--- src/rtl/prog_counter.sv ---
// -----------------------------------------------------------------------------
// prog_counter
//   Programmable up/down event counter with prescaler, runtime modulus,
//   wrap or saturate boundary handling, synchronous clear and parallel load.
//   Emits a registered one-cycle terminal-count pulse on every boundary step
//   and keeps a sticky overflow flag until software clears it.
//
// Parameters
//   WIDTH       width of count, modulus and load value
//   PRESCALE_W  width of the prescaler compare value
//
// Ports
//   clk         rising-edge clock
//   reset       asynchronous active-high reset
//   enable      counting enable, gates the prescaler
//   clear       synchronous clear of count and prescaler
//   load        synchronous parallel load of min(load_value, modulus)
//   load_value  value applied on load
//   up_down     1 = count up, 0 = count down
//   sat_mode    1 = saturate at boundary, 0 = wrap
//   modulus     top of count range (range is 0..modulus inclusive)
//   prescale    tick every prescale+1 enabled cycles
//   ovf_clear   clears the sticky overflow flag (a same-cycle set wins)
//   count       registered count
//   tc          registered terminal-count pulse
//   overflow    sticky boundary flag
// -----------------------------------------------------------------------------
module prog_counter #(
   parameter int unsigned WIDTH      = 32,
   parameter int unsigned PRESCALE_W = 8
) (
   input  logic                  clk,
   input  logic                  reset,
   input  logic                  enable,
   input  logic                  clear,
   input  logic                  load,
   input  logic [WIDTH-1:0]      load_value,
   input  logic                  up_down,
   input  logic                  sat_mode,
   input  logic [WIDTH-1:0]      modulus,
   input  logic [PRESCALE_W-1:0] prescale,
   input  logic                  ovf_clear,
   output logic [WIDTH-1:0]      count,
   output logic                  tc,
   output logic                  overflow
);

   // Resolved operation for this cycle, in priority order.
   typedef enum logic [1:0] {
      OP_IDLE,
      OP_CLEAR,
      OP_LOAD,
      OP_TICK
   } op_e;

   op_e                   op;
   logic                  tick;

   logic [PRESCALE_W-1:0] pre_cnt_q, pre_cnt_d;
   logic [WIDTH-1:0]      count_q,   count_d;
   logic                  tc_q,      tc_d;
   logic                  ovf_q,     ovf_d;

   logic                  at_top;
   logic                  at_bottom;
   logic                  boundary;
   logic [WIDTH-1:0]      load_clamped;
   logic [WIDTH-1:0]      step_val;

   // ---------------------------------------------------------------------------
   // Prescaler tick: equality compare only, so lowering prescale below the
   // running pre_cnt lets the counter run through its full range first.
   // ---------------------------------------------------------------------------
   always_comb begin
      tick = enable && (pre_cnt_q == prescale);
   end

   always_comb begin
      op = OP_IDLE;
      if (clear) begin
         op = OP_CLEAR;
      end else if (load) begin
         op = OP_LOAD;
      end else if (tick) begin
         op = OP_TICK;
      end
   end

   always_comb begin
      pre_cnt_d = pre_cnt_q;
      if (clear || load) begin
         pre_cnt_d = '0;
      end else if (enable) begin
         if (tick) begin
            pre_cnt_d = '0;
         end else begin
            pre_cnt_d = pre_cnt_q + PRESCALE_W'(1);
         end
      end
   end

   // ---------------------------------------------------------------------------
   // Step value. at_top uses >= so a modulus lowered beneath a stale count
   // turns the next up tick into a boundary; the down path only looks at
   // zero and therefore decrements normally from the stale count.
   // ---------------------------------------------------------------------------
   always_comb begin
      at_top    = (count_q >= modulus);
      at_bottom = (count_q == '0);
      boundary  = up_down ? at_top : at_bottom;
      step_val  = count_q;
      if (up_down) begin
         if (at_top) begin
            step_val = sat_mode ? modulus : '0;
         end else begin
            step_val = count_q + WIDTH'(1);
         end
      end else begin
         if (at_bottom) begin
            step_val = sat_mode ? '0 : modulus;
         end else begin
            step_val = count_q - WIDTH'(1);
         end
      end
   end

   always_comb begin
      load_clamped = (load_value > modulus) ? modulus : load_value;
   end

   // ---------------------------------------------------------------------------
   // Next-state: count, tc and overflow.
   // ---------------------------------------------------------------------------
   always_comb begin
      count_d = count_q;
      tc_d    = 1'b0;
      ovf_d   = ovf_clear ? 1'b0 : ovf_q;
      unique case (op)
         OP_CLEAR: begin
            count_d = '0;
         end
         OP_LOAD: begin
            count_d = load_clamped;
         end
         OP_TICK: begin
            count_d = step_val;
            if (boundary) begin
               tc_d  = 1'b1;
               ovf_d = 1'b1;
            end
         end
         default: begin
            count_d = count_q;
         end
      endcase
   end

   always_ff @(posedge clk or posedge reset) begin
      if (reset) begin
         pre_cnt_q <= '0;
         count_q   <= '0;
         tc_q      <= 1'b0;
         ovf_q     <= 1'b0;
      end else begin
         pre_cnt_q <= pre_cnt_d;
         count_q   <= count_d;
         tc_q      <= tc_d;
         ovf_q     <= ovf_d;
      end
   end

   assign count    = count_q;
   assign tc       = tc_q;
   assign overflow = ovf_q;

endmodule

--- config.mk ---
export PLATFORM = sky130hd
export DESIGN_NAME = prog_counter
export DESIGN_NICKNAME = d
export VERILOG_FILES = /design/src/rtl/prog_counter.sv
export SDC_FILE = /design/constraint.sdc
export NUM_CORES = 1
export LEC_CHECK = 0
export ABC_AREA = 1
export BUFFER_PORTS_ARGS = -buffer_cell sky130_fd_sc_hd__buf_4
export CAP_MARGIN = 20
export CORE_ASPECT_RATIO = 1.4
export CORE_UTILIZATION = 40
export CTS_CLUSTER_SIZE = 12
export DETAILED_ROUTE_END_ITERATION = 7
export GPL_TIMING_DRIVEN = 1
export PLACE_DENSITY = 0.73
export SLEW_MARGIN = 20
export SYNTH_ARGS = -nofsm -noshare
export SYNTH_HDL_FRONTEND = slang
export SYNTH_SLANG_ARGS = --single-unit
--- constraint.sdc ---
create_clock -name clk -period 2 [get_ports clk]
set_input_delay 0.4 -clock clk [delete_from_list [all_inputs] [get_ports clk]]
set_output_delay 0.4 -clock clk [all_outputs]
set_load 0.005 [all_outputs]
== Word level (Yosys, flattened, before mapping) ==
Cells that the tools add are included.

* Output and inout port bits: 34
* Register bits after elaboration: 42
* Input bits: 80

* Order comparisons: 2
* $add $sub $neg: 3
* Reductions and logical operators: 5
* Equality and inequality tests: 4
* Multiplexer cells: 19

{| class="wikitable"
|+ Operators by type and width
! cell !! count
|-
| $mux W32 || 6
|-
| $pmux W32 S3 || 1
|-
| $add A32 B1 Y32 const B || 1
|-
| $ge A32 B32 Y1 || 1
|-
| $gt A32 B32 Y1 || 1
|-
| $logic_not A32 Y1 || 1
|-
| $sub A32 B1 Y32 const B || 1
|-
| $mux W8 || 3
|-
| $add A8 B1 Y8 const B || 1
|-
| $eq A8 B8 Y1 || 1
|-
| $mux W1 || 6
|-
| $mux W2 || 3
|-
| $eq A2 B2 Y1 const B || 2
|-
| $reduce_bool A3 Y1 || 1
|-
| $eq A2 B1 Y1 const B || 1
|-
| $reduce_bool A2 Y1 || 1
|-
| $logic_and A1 B1 Y1 || 1
|-
| $logic_or A1 B1 Y1 || 1
|}

== Logic depth before layout (Yosys ltp) ==
Gate-level depths: netlist of the first run.

* Depth in word-level cells: 7
* Depth in mapped cells: 19
* Mapped depth without buffers: 18

== Least setup slack after synthesis of the first run ==
Ideal clock, no wire load.

* Kind: reg-to-reg
* Start point: reg count_q[15] (netlist: count[15])
* End point: reg count_q[18] (netlist: count[18])
* Stages on the path, launching flop included: 14
* Period minus slack after synthesis: 2.013 ns
* Data arrival time: 1.889 ns
* Path slack: -0.013 ns
* Required time: 1.875 ns
* Path buffers: 1
* Path through: dfrtp_1 > ha_1 > nand2_1 > nor4_1 > nand2_1 > nand2_1 > nand2_1 > nand2_1 > buf_2 > nand2_1 > nand2_1 > nand2_1 > nand2_1 > nand3_1

* Cells in the longest elaborated chain, start to end: 4
* Elaborated cells between the ends (all ways): 8
* Those cells by class: 2 x add/sub; 1 x order compare; 4 x mux; 1 x reduce/logical

{| class="wikitable"
|+ RTL lines
! item !! line !! RTL
|-
| from (decl) || 60 || <nowiki>logic [WIDTH-1:0] count_q, count_d;</nowiki>
|-
| from (signal assigned) || 166 || <nowiki>count_q <= count_d;</nowiki>
|-
| $sub A32 B1 Y32, or another cell as far along || 122 || <nowiki>step_val = count_q - WIDTH'(1);</nowiki>
|-
| $mux W32 (on tied branches) || 119, 113 ||
|-
| $mux W32 (*) || 112 || <nowiki>if (up_down) begin</nowiki>
|-
| $pmux W32 S3 (*) || 138 || <nowiki>unique case (op)</nowiki>
|}

Mark *: on every way between the ends. The rest lies on a longest branch, timed or not.
A chain may end at the register's enable or synchronous reset.

== Worst setup path after layout of the first run ==
* Start point: reg count_q[29] (netlist: count[29])
* End point: reg count_q[20] (netlist: count[20])

* Cells in the longest elaborated chain, start to end: 4
* Elaborated cells between the ends (all ways): 6
* Those cells by class: 1 x order compare; 4 x mux; 1 x reduce/logical

{| class="wikitable"
|+ RTL lines
! item !! line
|-
| $ge A32 B32 Y1 / $logic_not A32 Y1 (equally long branches) || 108, 109
|-
| $mux W32 (on tied branches) || 113, 119
|-
| $mux W32 (*) || 112
|-
| $pmux W32 S3 (*) || 138
|}

Marked as above.

==> results of run 1 <==
==> routing by layer <==
metal | track usage | vias to the layer above
li1 | - | 4743
met3 | 0.0444 | 162
met1 | 0.428 | 4505
met2 | 0.571 | 619
met4 | 0.238 | 0
met5 | 0 | -
==> worst min path at each step <==
| stage | to | slack (ps) | depth (start not counted) |
|---|---|---|---|
| after floorplan | overflow | 500 | 1 |
| after global placement | overflow | 460 | 2 |
| after global routing | pre_cnt_q[3] | 160 | 2 |
| after CTS | pre_cnt_q[2] | 150 | 2 |
| after detailed placement | overflow | 460 | 2 |
| final | pre_cnt_q[2] | 120 | 2 |
==> registers in the layout (all words and copies together) (netlist names) <==
name and flops:
count 32, pre_cnt_q 8, overflow 1, tc 1
==> cells by family (layout without fill, tap and decap cells) <==
group                    after synthesis  count (layout)  synth area share
AND/OR/NAND/NOR                      806             806             0.481
buffers and inverters                217             512             0.121
AO/OA/AOI/OAI                        127             127            0.0922
adder cells (fa/ha/maj)               67              67             0.115
flip-flops                            42              42             0.144
XOR/XNOR                              39              39            0.0467
==> timing repair <==
action / CTS / global route
setup endpoints to repair: 34 / 35
gates resized for setup: 63 / 67
setup buffers: 11 / 9
pin swaps: 23 / 22
cloned: 2 / 4
==> worst reg2reg max path: stages (launching register included) <==
cell	delay (ps)
dfrtp_1	430
ha_4	290
buf_4	100
nand2_2	50
nor2_2	100
nand4_1	160
a21oi_2	220
nor2_4	90
buf_12	170
buf_6	120
nand3b_1	100
nand3_1	80
nand2_1	70
nand3_1	60
==> per-stage QoR <==
step	setup WS, ps	cells	utilization
floorplan	-8.39	1298	-
global placement	-534	1799	0.549
detailed placement	-572	1799	0.549
CTS	-125	1820	0.578
global route	-262	1833	0.601
finish	-152	1833	0.601
==> synthesized netlist by cell type <==
library cell	number
o21ai_1	21
inv_4	1
clkbuf_1	19
xnor2_1	2
nor3_2	3
o21ai_0	29
inv_1	147
a21o_1	2
clkinv_2	1
nand4_4	2
nand2_1	409
nor3b_1	1
inv_2	12
or2_1	1
ha_1	67
clkinv_1	2
o21ai_2	4
nand3b_1	8
o21a_1	2
a21oi_1	65
xor2_1	37
buf_4	1
nand3_4	1
nor3_1	20
nor2_8	1
a21oi_2	2
nor2_2	9
nor2_4	4
nor2b_1	1
nand2_2	6
dfrtp_1	42
nor2_1	147
buf_2	29
nand3_2	1
nor4_1	3
buf_1	1
nand4_1	16
o211ai_1	1
o2111ai_1	1
or2_2	6
nand3_1	167
buf_6	4
==> area by class of cell <==
class | instances | share of cell area
inverters | 163 | 0.0579
multi-input cells | 1039 | 0.539
repair buffers | 340 | 0.262
flip-flops and latches | 42 | 0.0976
repair inverters | 1 | 0.000349
clock inverters | 2 | 0.00349
clock buffers | 6 | 0.0120
well taps | 240 | 0.0279
==> report_power, final <==
group	leakage, nW	internal, W	switching, W	total [W]
combinational	5.13	0.00126	0.00160	0.00286
sequential	0.562	0.000906	0.0000553	0.000961
clock	0.0771	0.000593	0.000417	0.00101
==> cells in the final DEF, fill, tap and decap left out, types with 5 or more instances in the layout <==
cell	n
nor3_1	14
nand4_1	16
nand3b_1	8
buf_4	310
nand2_1	384
ha_4	7
nor2_2	21
a21oi_2	7
or2_2	6
dfrtp_1	42
nand2_4	6
nor2_4	10
inv_1	140
nor3_2	8
o21ai_2	5
clkbuf_16	7
nand3_2	12
a21oi_1	60
xor2_1	34
buf_12	12
inv_2	19
buf_6	11
nand3_1	156
o21ai_1	25
nand2_2	24
ha_1	60
o21ai_0	24
nor2_1	129
==> flow_metrics.env, run 1 <==
export IMPL_outcome="finished, violations left"
export IMPL_violations="DRC, setup timing"
export IMPL_hpwl_mm=25.5
export IMPL_end_kind="flop"
export IMPL_rows=58
export IMPL_grt_pass1_vias=9349
export IMPL_die_h_um=162
export IMPL_syn_area_mm2=0.00731
export IMPL_cts_buffers=5
export IMPL_fin_crit_ps=2150
export IMPL_ctsLongestPathBuffers=2
export IMPL_ys_types=42
export IMPL_avgViaCountPerCell=5.47
export IMPL_totalWireLength_mm=33.4
export IMPL_nets=1739
export IMPL_h_tree_depth=2
export IMPL_hold_viol=0
export IMPL_crit_top_cell="nand3_1"
export IMPL_whs_ps=122
export IMPL_synthCells=1298
export IMPL_fin_crit_sh=1.08
export IMPL_top_layer="met4"
export IMPL_initial_core_util=0.408
export IMPL_slew_viol_final=0
export IMPL_met1Wirelength_mm=12.5
export IMPL_met2WireLength_mm=15.4
export IMPL_num_vias=10029
export IMPL_post_dp_cell_area_mm2=0.00984
export IMPL_r2r_cells=13
export IMPL_path_cells="ha_4, buf_4, nand2_2, nor2_2, nand4_1, a21oi_2, nor2_4, buf_12, buf_6, nand3b_1, nand3_1, nand2_1, nand3_1"
export IMPL_area_growth_pct=47.3
export IMPL_ff_latch_area_mm2=0.00105
export IMPL_grt_max_degree=40
export IMPL_clkTransAtPathRegs_ps=70
export IMPL_worstReg2RegEnd="count[20]"
export IMPL_critPathKind="reg2reg"
export IMPL_wire_per_inst_um=18.2
export IMPL_slew_limit_headroom=0.683
export IMPL_clock_skew_ps=9.57
export IMPL_drt_pass1_iter_count=8
export IMPL_cts_root_buffer="clkbuf_16"
export IMPL_synth_seq_cells=42
export IMPL_hold_path_class="in2async"
export IMPL_io_buffers=113
export IMPL_gp_congestion=0.988
export IMPL_maxCapViolations=0
export IMPL_seq_area_frac_synth=0.144
export IMPL_grt_pass1_wl_mm=49.9
export IMPL_power_w=0.00483
export IMPL_start_kind="flop"
export IMPL_clock_sinks=42
export IMPL_antenna_found_initial=0
export IMPL_r2r_setup_slack_ps=-150
export IMPL_cts_tree="done"
export IMPL_tightest_slew_ps=471
export IMPL_reg2reg_from="count[29]"
export IMPL_wl_met3_mm=2.91
export IMPL_synth_top_cell_area_share=0.210
export IMPL_syn_area_per_cell_um2=5.63
export IMPL_dieArea_mm2=0.0188
export IMPL_ys_warn_count=0
export IMPL_fillers=1715
export IMPL_drt_iter0_markers=966
export IMPL_coreArea_mm2=0.0179
export IMPL_p_leak_nw=5.77
export IMPL_die_w_um=116
export IMPL_crit_end="count[20]"
export IMPL_p_per_area_mw_per_mm2=449
export IMPL_crit_required_ps=2180
export IMPL_synthesis_nets=1445
export IMPL_multiInputGateArea_mm2=0.00580
export IMPL_gr_total_overflow=0
export IMPL_critPathBufInv=3
export IMPL_critPathMaxFanout=20
export IMPL_critical_path_top_delay_family="simple AND/OR/NAND/NOR gates"
export IMPL_setup_viol=34
export IMPL_final_cell_area_mm2=0.0108
export IMPL_max_freq_mhz=465
export IMPL_layout_drive_gt1_share=0.306
export IMPL_rsz0062_at_grt="true"
export IMPL_ant_nets=0
export IMPL_synth_area_leader_cell="nand2_1"
export IMPL_tns_ps=-3580
export IMPL_arrival_ps=2330
export IMPL_finalWorstSetupSlack_ps=-152
export IMPL_slowest_delay_ps=430
export IMPL_ios=114
export IMPL_diodes=0
export IMPL_clk_latency_ps=300
export IMPL_track_usage=0.352
export IMPL_startpoint="count[29]"
export IMPL_slowest_stage="dfrtp_1"
export IMPL_cts_hold_buf=0
export IMPL_drc_errors=2
export IMPL_crit_cells=13
export IMPL_synth_top_cells_by_area="nand2_1, dfrtp_1, ha_1"
export IMPL_peakVddDrop_v=0.000396
Note: power is estimated with default switching activity, not from simulation.
==> run 2: changes to the inputs <==
==> constraint.sdc (replaced) <==
create_clock -name clk -period 2 [get_ports clk]
set_input_delay 0.4 -clock clk [delete_from_list [all_inputs] [get_ports clk]]
set_output_delay 0.4 -clock clk [all_outputs]
set_load 0.05 [all_outputs]
==> run 2 against run 1 <==
  * The flow finishes with violations (setup timing)
  * Via count is 4.3% higher
  * Worst hold slack improved by 24 ps
  * Setup slack worse by 210 ps
  * Combinational power is 12% higher
==> flow_metrics.env, run 2 (synthesis results as in run 1) <==
export IMPL_outcome="finished, violations left"
export IMPL_violations="setup timing"
export IMPL_maxCapViolations=0
export IMPL_ff_latch_area_mm2=0.00110
export IMPL_end_kind="flop"
export IMPL_slowest_delay_ps=470
export IMPL_die_h_um=162
export IMPL_crit_cells=13
export IMPL_finalWorstSetupSlack_ps=-364
export IMPL_num_vias=10457
export IMPL_place_ws_ps=-559
export IMPL_nets=1754
export IMPL_clock_skew_ps=12.2
export IMPL_critPathBufInv=1
export IMPL_cts_root_buffer="clkbuf_16"
export IMPL_io_buffers=113
export IMPL_rsz0062_at_grt="true"
export IMPL_antenna_found_initial=0
export IMPL_diodes=0
export IMPL_totalWireLength_mm=36.4
export IMPL_tightest_slew_ps=437
export IMPL_initial_core_util=0.408
export IMPL_hold_viol=0
export IMPL_final_cell_mix="nand2_1, buf_4, nand3_1"
export IMPL_arrival_ps=2540
export IMPL_r2r_setup_slack_ps=-360
export IMPL_start_kind="flop"
export IMPL_critical_path_top_delay_family="simple AND/OR/NAND/NOR gates"
export IMPL_dieArea_mm2=0.0188
export IMPL_wire_per_inst_um=19.7
export IMPL_crit_required_ps=2180
export IMPL_worstReg2RegEnd="count[4]"
export IMPL_largest_reg_flops=32
export IMPL_slew_viol_final=0
export IMPL_cts_hold_buf=0
export IMPL_drt_iter0_markers=1027
export IMPL_h_tree_depth=2
export IMPL_crit_top_cell="nand2_1"
export IMPL_whs_ps=146
export IMPL_die_w_um=116
export IMPL_avgViaCountPerCell=5.66
export IMPL_slew_limit_headroom=0.709
export IMPL_layout_drive_gt1_share=0.356
export IMPL_final_cell_area_mm2=0.0113
export IMPL_reg2reg_from="count[22]"
export IMPL_hpwl_mm=26.5
export IMPL_r2r_cells=13
export IMPL_post_dp_cell_area_mm2=0.0102
export IMPL_critPathMaxFanout=6
export IMPL_ios=114
export IMPL_tns_ps=-9270
export IMPL_clkTransAtPathRegs_ps=80
export IMPL_fin_crit_ps=2360
export IMPL_p_per_area_mw_per_mm2=465
export IMPL_coreArea_mm2=0.0179
export IMPL_drt_pass1_iter_count=6
export IMPL_fillers=1623
export IMPL_clock_sinks=42
export IMPL_grt_pass1_vias=9945
export IMPL_critPathKind="reg2reg"
export IMPL_startpoint="count[22]"
export IMPL_ant_nets=0
export IMPL_final_core_util=0.629
export IMPL_layout_commonest_cell="nand2_1"
export IMPL_rows=58
export IMPL_crit_end="count[4]"
export IMPL_path_cells="ha_1, nand2_1, nor2_2, nand4_1, nor2_2, nand2_4, nand2_8, clkbuf_16, nand2_2, nand2_1, nand2_1, nand2_1, nand3_1"
export IMPL_p_leak_nw=5.87
export IMPL_cts_tree="done"
export IMPL_multiInputGateArea_mm2=0.00602
export IMPL_peakVddDrop_v=0.000377
export IMPL_drc_errors=0
export IMPL_clk_latency_ps=310
export IMPL_gr_total_overflow=0
export IMPL_setup_viol=34
export IMPL_hold_path_class="in2async"
export IMPL_slowest_stage="dfrtp_2"
export IMPL_grt_pass1_wl_mm=52.5
export IMPL_ctsLongestPathBuffers=2
export IMPL_max_freq_mhz=423
export IMPL_area_growth_pct=54.2
export IMPL_fin_crit_sh=1.18
export IMPL_track_usage=0.371
export IMPL_gp_congestion=1.02
export IMPL_grt_max_degree=43
export IMPL_cts_buffers=5
[run 2: cell types whose count changed in the layout (fill, tap and decap cells not counted), moves of 14 or more]
| cell | previous run | this run |
|---|---|---|
| dfrtp_1 | 42 | 11 |
| dfrtp_2 | 0 | 28 |
| nand2_2 | 24 | 39 |
| nand2_1 | 384 | 370 |
[run 2: layout make-up]
class / count / share of cell area
multi-input cells: 1039 / 0.534
clock buffers: 5 / 0.0111
flip-flops and latches: 42 / 0.0973
clock inverters: 3 / 0.00399
repair buffers: 355 / 0.270
well taps: 240 / 0.0266
repair inverters: 1 / 0.000555
inverters: 163 / 0.0561
[run 2: power by group]
group / switching (W) / leakage (nW) / internal (W)
registers: 0.0000738 / 0.517 / 0.000918
logic: 0.00189 / 5.27 / 0.00133
clock network: 0.000446 / 0.0760 / 0.000592
total: 0.00241 / 5.87 / 0.00284
[run 2: per-stage QoR]
| step | cells | total power [W] |
|---|---|---|
| 2_1_floorplan | 1298 | 0.00250 |
| 3_3_place_gp | 1816 | 0.00371 |
| 3_5_place_dp | 1816 | 0.00374 |
| 4_1_cts | 1834 | 0.00487 |
| 5_1_grt | 1848 | 0.00546 |
| 6_report | 1848 | 0.00524 |
[run 2: timing repair]
item | in CTS | in global routing
gates cloned | 2 | 6
setup endpoints to repair | 33 | 35
pin swaps | 15 | 44
gates resized for setup | 76 | 78
setup buffers | 8 | 8
[run 2: layer usage]
metal,vias to the layer above,wire (µm),track usage
met5,-,0,0
met4,0,3630,0.280
met3,238,3710,0.0571
met2,726,16700,0.623
met1,4713,12400,0.415
li1,4780,-,-
[run 2: worst min path at each step]
stage          slack, ps        end  depth (start not counted)
2_1_floorplan        500   overflow                          1
3_3_place_gp         470   overflow                          3
3_5_place_dp         470   overflow                          3
4_1_cts              160  count[11]                          3
5_1_grt              160  count[11]                          3
6_report             150  count[11]                          3
[run 2: worst register-to-register path, cell delays in order (launching register included)]
cell and delay [ps]:
dfrtp_2 470, ha_1 300, nand2_1 90, nor2_2 190, nand4_1 190, nor2_2 210
nand2_4 140, nand2_8 170, clkbuf_16 180, nand2_2 50, nand2_1 50, nand2_1 50
nand2_1 70, nand3_1 70
